## src/rtl/pdm_mic_decimator.sv

```systemverilog
// PDM microphone front end: drives mic_clk, samples the 1-bit stream and
// decimates it with a 3rd-order CIC into held signed 12-bit PCM samples.
module pdm_mic_decimator #(
  parameter int CLK_DIV  = 8,
  parameter int DEC_LOG2 = 6
) (
  input  logic        wb_clk_i,
  input  logic        wb_reset_i,
  input  logic        enable,
  output logic        mic_clk,
  input  logic        mic_data,
  output logic [11:0] audio,
  output logic        audio_valid
);

  localparam int ACC_W = 3*DEC_LOG2 + 2;
  localparam int SHIFT = 3*DEC_LOG2 - 11;
  localparam int DIV_W = $clog2(CLK_DIV);
  localparam logic signed [ACC_W-1:0] SAT_MAX = ACC_W'(2047);
  localparam logic signed [ACC_W-1:0] SAT_MIN = ACC_W'(-2048);

  logic                    w_clr;
  logic                    w_div_wrap;
  logic                    w_sample_en;
  logic signed [ACC_W-1:0] w_x;
  logic signed [ACC_W-1:0] w_c1;
  logic signed [ACC_W-1:0] w_c2;
  logic signed [ACC_W-1:0] w_c3;
  logic signed [ACC_W-1:0] w_shifted;
  logic [11:0]             w_sat;

  logic [DIV_W-1:0]        r_div;
  logic                    r_mic_clk;
  logic                    r_sync1;
  logic                    r_sync2;
  logic [DEC_LOG2-1:0]     r_dec;
  logic                    r_dec_stb;
  logic signed [ACC_W-1:0] r_i1;
  logic signed [ACC_W-1:0] r_i2;
  logic signed [ACC_W-1:0] r_i3;
  logic signed [ACC_W-1:0] r_d1;
  logic signed [ACC_W-1:0] r_d2;
  logic signed [ACC_W-1:0] r_d3;
  logic signed [ACC_W-1:0] r_c3;
  logic                    r_comb_vld;
  logic [1:0]              r_settle;
  logic [11:0]             r_audio;
  logic                    r_audio_valid;

  assign w_clr       = wb_reset_i | ~enable;
  assign w_div_wrap  = (r_div == DIV_W'(CLK_DIV - 1));
  // The mic drives data on the rising edge; take it at the end of the high phase.
  assign w_sample_en = w_div_wrap & r_mic_clk;
  assign w_x         = r_sync2 ? ACC_W'(1) : {ACC_W{1'b1}};

  assign w_c1 = r_i3 - r_d1;
  assign w_c2 = w_c1 - r_d2;
  assign w_c3 = w_c2 - r_d3;

  assign w_shifted = r_c3 >>> SHIFT;

  always_comb begin
    w_sat = w_shifted[11:0];
    if (w_shifted > SAT_MAX) begin
      w_sat = 12'h7FF;
    end else if (w_shifted < SAT_MIN) begin
      w_sat = 12'h800;
    end
  end

  always_ff @(posedge wb_clk_i) begin
    if (w_clr) begin
      r_div     <= '0;
      r_mic_clk <= 1'b0;
      r_sync1   <= 1'b0;
      r_sync2   <= 1'b0;
    end else begin
      r_sync1 <= mic_data;
      r_sync2 <= r_sync1;
      if (w_div_wrap) begin
        r_div     <= '0;
        r_mic_clk <= ~r_mic_clk;
      end else begin
        r_div <= r_div + 1'b1;
      end
    end
  end

  always_ff @(posedge wb_clk_i) begin
    if (w_clr) begin
      r_i1      <= '0;
      r_i2      <= '0;
      r_i3      <= '0;
      r_dec     <= '0;
      r_dec_stb <= 1'b0;
    end else begin
      r_dec_stb <= 1'b0;
      if (w_sample_en) begin
        r_i1  <= r_i1 + w_x;
        r_i2  <= r_i2 + r_i1;
        r_i3  <= r_i3 + r_i2;
        r_dec <= r_dec + 1'b1;
        if (r_dec == {DEC_LOG2{1'b1}}) begin
          r_dec_stb <= 1'b1;
        end
      end
    end
  end

  always_ff @(posedge wb_clk_i) begin
    if (w_clr) begin
      r_d1       <= '0;
      r_d2       <= '0;
      r_d3       <= '0;
      r_c3       <= '0;
      r_comb_vld <= 1'b0;
    end else begin
      r_comb_vld <= r_dec_stb;
      if (r_dec_stb) begin
        r_d1 <= r_i3;
        r_d2 <= w_c1;
        r_d3 <= w_c2;
        r_c3 <= w_c3;
      end
    end
  end

  // The first three comb results still carry the CIC start-up transient.
  always_ff @(posedge wb_clk_i) begin
    if (w_clr) begin
      r_settle      <= '0;
      r_audio       <= '0;
      r_audio_valid <= 1'b0;
    end else begin
      r_audio_valid <= 1'b0;
      if (r_comb_vld) begin
        if (r_settle != 2'd3) begin
          r_settle <= r_settle + 2'd1;
        end else begin
          r_audio       <= w_sat;
          r_audio_valid <= 1'b1;
        end
      end
    end
  end

  assign mic_clk     = r_mic_clk;
  assign audio       = r_audio;
  assign audio_valid = r_audio_valid;

endmodule

```

## config.mk

```make
export PLATFORM = sky130hd
export DESIGN_NAME = pdm_mic_decimator
export DESIGN_NICKNAME = d
export VERILOG_FILES = /design/src/rtl/pdm_mic_decimator.sv
export SDC_FILE = /design/constraint.sdc
export NUM_CORES = 1
export LEC_CHECK = 0
export BUFFER_PORTS_ARGS = -buffer_cell sky130_fd_sc_hd__buf_2
export CORE_AREA = 2 2 217 176
export DETAILED_ROUTE_END_ITERATION = 10
export DIE_AREA = 0 0 219 178
export GPL_TIMING_DRIVEN = 0
export HOLD_SLACK_MARGIN = 0.15
export MAX_ROUTING_LAYER = met4
export PLACE_DENSITY = 0.51
export SLEW_MARGIN = 20
export SYNTH_ARGS = -nofsm -noshare
export SYNTH_HDL_FRONTEND = slang
export SYNTH_SLANG_ARGS = --single-unit
```

## constraint.sdc

```tcl
create_clock -name wb_clk_i -period 16.48 [get_ports wb_clk_i]
set_input_delay 1.648 -clock wb_clk_i [delete_from_list [all_inputs] [get_ports wb_clk_i]]
set_output_delay 1.648 -clock wb_clk_i [all_outputs]
set_load 0.005 [all_outputs]
```

# Word level (Yosys, flattened, before mapping)

Index checks and enable logic that the tools add are counted.
Widths: inputs -> output; s select.

Register bits: 169
Input bits: 4
Output and inout port bits: 14
Word-level logic and storage cells: 48

Add/sub/neg operators: 9
$lt $le $gt $ge: 2
Equal/unequal tests: 3
Multiplexer cells: 5
Bitwise logic cells: 7
Reduce and logical (&&, ||, !) cells: 5

Operators with widths:

| cell                 | count |
|---|---|
| $add 20x20->20       | 3 |
| $sub 20x20->20       | 3 |
| $mux 12              | 2 |
| $mux 20              | 1 |
| $gt 13x12->1 const B | 1 |
| $lt 13x12->1 const B | 1 |
| $add 6x1->6 const B  | 1 |
| $eq 6x6->1 const B   | 1 |
| $reduce_or 2->1      | 3 |
| $not 1->1            | 5 |
| $reduce_and 2->1     | 2 |
| $add 3x1->3 const B  | 1 |
| $eq 3x3->1 const B   | 1 |
| $add 2x1->2 const B  | 1 |
| $mux 1               | 2 |
| $ne 2x2->1 const B   | 1 |
| $and 1x1->1          | 1 |
| $or 1x1->1           | 1 |

# Logic depth before layout (Yosys ltp)

Depth after elaboration: 4
Gate-level depth with buffers: 28
Depth with buffers taken out: 28

# Worst setup path before layout

No wires, ideal clock.

Path type: reg2reg
Start: reg r_i3[0]
End: reg r_c3[19]
Library setup time: 0.116 ns
Arrival time: 5.873 ns
Required time: 16.364 ns
Setup slack: 10.492 ns
Cell stages (with the launch flop): 29
Path buffers: 0
Period minus slack after synthesis: 5.988 ns
Path through: dfxtp_1 inv_1 ha_1 fa_1 nor2b_1 o21ai_0 a21boi_1 o311a_1 o21a_1 nor2_1 xnor2_1 ha_1 and2_1 a311oi_1 o21ai_0 a21o_1 a21o_1 a221oi_1 xnor2_1 ha_1 a21oi_1 o21ai_1 a21o_1 a221o_1 o211a_1 or4_4 nor4bb_1 mux2_2 a31o_1

Longest elaborated chain between the ends: 3

Ends and longest elaborated chain:

| item                   | RTL line | RTL |
|---|---|---|
| from (decl)            | 40       | `logic signed [ACC_W-1:0] r_i3;` |
| from (signal assigned) | 101      | `r_i3 <= r_i3 + r_i2;` |
| $sub 20x20->20         | 56       | `assign w_c1 = r_i3 - r_d1;` |
| via w_c1[8]            | 26       | `logic signed [ACC_W-1:0] w_c1;` |
| $sub 20x20->20         | 57       | `assign w_c2 = w_c1 - r_d2;` |
| via w_c2[13]           | 27       | `logic signed [ACC_W-1:0] w_c2;` |
| $sub 20x20->20         | 58       | `assign w_c3 = w_c2 - r_d3;` |
| to (signal assigned)   | 123      | `r_c3 <= w_c3;` |
| to (decl)              | 44       | `logic signed [ACC_W-1:0] r_c3;` |

The timed path passes the listed nets, and every way through them passes these cells.
A chain may end at the register's enable or synchronous reset.

# Worst setup path after layout

Ends and elaborated chain as after synthesis.

==> results_dict.tcl <==
set metrics [dict create \
    io_pins 18 \
    hp-start "r_div[0]" \
    die_h_um 178 \
    cp_slowest_cell "or4_4" \
    met3RoutedLength_um 625 \
    slew_violations 0 \
    synth_compound_area_share_pct 21.1 \
    maxCapViolations 0 \
    fin_ws_ns 9.60 \
    crit_buf_inv 1 \
    synth_top_family_by_area "compound AO/OA/AOI/OAI gates" \
    tritoncts "yes" \
    grt-ovfl-total 0 \
    intPower_uw 623 \
    ys_seq_elements 162 \
    synthSimpleGateAreaFrac_pct 18.0 \
    worst-endpoint-required_ns 16.81 \
    ctsRootBufferMaster "clkbuf_16" \
    path_class "flip-flop to flip-flop" \
    start_kind "flip-flop" \
    endpoint_kind "flip-flop" \
    clk_latency_ns 0.43 \
    worst_pin_slew_ns 0.946 \
    design_area_um2 12200 \
    route.detailed.drc 0 \
    clock-sinks 162 \
    grt_pass1_wl_um 46700 \
    start_util_pct 29.7 \
    antenna_found_initial 0 \
    synth_xor_area_share_pct 6.51 \
    cts_buffers 17 \
    portBuffers 17 \
    rsz0062_at_grt "false" \
    drt-initial-drc-count 540 \
    dp_hpwl_um 21700 \
    met2_length_um 11900 \
    drt_pre_antenna_iters 5 \
    dp_cells 1855 \
    finalCritPeriodShare_pct 41.7 \
    wl_met1_um 15600 \
    setup_tns_ns 0 \
    max_stage_delay_ns 0.52 \
    p_seq_share_pct 47.8 \
    syn2layout_area_growth_pct 11.8 \
    setup_viol 0 \
    arrival_ns 7.21 \
    synthesis.area_um2 10900 \
    worstHoldEndpoint "r_div[0]" \
    outcome "finished clean" \
    vias_per_cell 4.93 \
    cts_max_level 4 \
    grt_usage_pct 15.5 \
    hold_viol_final 0 \
    netSwitchingPower_uw 197 \
    clock.fmax_ghz 0.145 \
    ys_async_sr_fraction_pct 0 \
    synth_mux_area_share_pct 5.81 \
    leakagePower_uw 0.00476 \
    clk_pin_slew_ns 0.07 \
    synthAdderAreaFrac_pct 14.2 \
    power_frac_comb_pct 1.9 \
    rr_worst_depth 28 \
    layout-drive-gt1-share_pct 4.93 \
    worstReg2RegStart "r_i3[0]" \
    post-place-ws_ns 9.61 \
    post_cts_buffers 0 \
    seq_area_frac_synth_pct 29.8 \
    cts_hold_buf 0 \
    worst-r2r-setup-slack_ns 9.60 \
    netlist-cell-type-count 77 \
    clockBufferDepth 2 \
    synth_area_per_cell_um2 8.07 \
    post_dp_cell_area_um2 11600 \
    reg2reg_to "r_c3[19]" \
    synth_cells 1351 \
    grt_start_max_net_pins 21 \
    wl_um 28400 \
    period_needed_ns 6.88 \
    powerDensity_nw_per_um2 67.2 \
    nets 1512 \
    dieWidth_um 219 \
    grt_pass1_vias 8864 \
    dieArea_um2 39000 \
    cts_resized 0 \
    yosys_most_used_dff "dfxtp_1" \
    highest_layer "met4" \
    core_area_um2 36700 \
    vias 9300 \
    relSlewSlack_pct 36.9 \
    startpoint "r_i3[0]" \
    gp_congestion 0.867 \
    synth_edf_count 0 \
    whs_ns 0.435 \
    wl_per_cell_um 15.1 \
    clock_skew_ns 0.00946 \
    ant_nets 0 \
    hold_path_depth 1 \
    swShare_pct 24.0 \
    critPathMaxFanout 6 \
    ir_drop_v 0.0000543 \
    cp_top_family "compound AO/OA/AOI/OAI gates" \
    diodes 0 \
    ys_warn_count 0 \
    syn-num-nets 1476 \
    instances_no_fill 1887 \
    clockPowerShare_pct 50.4 \
    rows 63 \
    holdCritPathClass "flip-flop to flip-flop" \
]
[cell usage in the layout, fill, tap and decap left out, types with 4 or more instances in the layout]
cell type / instances
nor2_1: 177
dfxtp_1: 162
a21oi_1: 126
nand2_1: 116
ha_1: 116
inv_1: 85
o21ai_0: 63
mux2i_1: 61
xnor2_1: 55
nor3_1: 36
a21o_1: 33
clkbuf_1: 32
xor2_1: 26
a211oi_1: 26
o21a_1: 24
buf_2: 18
nand3_1: 17
clkbuf_16: 17
and2_1: 14
nor2b_1: 13
o21bai_1: 12
and3_1: 10
or3_1: 10
buf_1: 10
o31ai_1: 8
nor4_1: 7
nand2b_1: 7
a22o_1: 7
o31a_1: 5
a31oi_1: 5
nand4_1: 5
fa_1: 5
inv_6: 5
o211ai_1: 4
a221oi_1: 4
nor3b_1: 4
[per-layer routing]
metal / vias to the layer above / GRT usage [%]
met3: 19 / 2.06
li1: 4847 / -
met1: 4325 / 22.0
met4: 0 / 3.74
met2: 109 / 23.4
met5: - / -
[metrics by stage]
stage | util (%) | power [uW]
2_1_floorplan | - | 409
3_3_place_gp | 31.6 | 416
3_5_place_dp | 31.6 | 416
4_1_cts | 33.2 | 832
5_1_grt | 33.2 | 847
6_report | 33.2 | 820
[sequential cells by signal (all words and copies together) (netlist names), 3 cells and up]
register / count
r_i1: 20
r_d2: 20
r_i3: 20
r_c3: 13
audio: 12
r_d3: 20
r_div: 3
r_i2: 20
r_dec: 6
r_d1: 20
[cells in the mapped netlist, types with 24 or more instances]
library cell | n | area share, %
xor2_1 | 26 | 2.1
o21a_1 | 24 | 1.7
mux2i_1 | 61 | 5.6
a21o_1 | 33 | 2.3
xnor2_1 | 55 | 4.4
o21ai_0 | 63 | 2.9
clkbuf_1 | 31 | 1.1
a21oi_1 | 126 | 5.8
nor3_1 | 36 | 1.7
dfxtp_1 | 162 | 30
inv_1 | 85 | 2.9
a211oi_1 | 26 | 1.8
ha_1 | 116 | 13
nand2_1 | 116 | 4.0
nor2_1 | 177 | 6.1
[how the worst max path moves through the flow]
stage	end	depth (start not counted)
after detailed placement	r_c3[19]	28
final	r_c3[19]	28
after floorplan	r_c3[19]	28
after global placement	r_c3[19]	28
after global routing	r_c3[19]	28
after CTS	r_c3[19]	28
[power groups by stage]
stage	registers, uW	logic [uW]	clock network [uW]
floorplan	401	8.65	0
global placement	401	15.5	0
detailed placement	401	15.5	0
CTS	392	15.5	425
global route	392	16.8	439
finish	392	15.2	413
[cell type report]
| class | count | area (um2) |
|---|---|---|
| inverters | 86 | 323 |
| plain buffers | 45 | 185 |
| repair buffers | 17 | 85.1 |
| clock inverters | 14 | 166 |
| multi-input cells | 1058 | 7150 |
| fillers | 3877 | 24500 |
| clock buffers | 18 | 429 |
| well taps | 487 | 609 |
| flip-flops and latches | 162 | 3240 |
[cells by family (layout without fill, tap and decap cells)]
family	count (synthesis)	after routing
AO/OA/AOI/OAI	358	358
adder cells (fa/ha/maj)	121	121
XOR/XNOR	81	81
buffers and inverters	131	180
multiplexers	63	63
AND/OR/NAND/NOR	435	435
flip-flops	162	162
(Power assumes the default switching activity.)
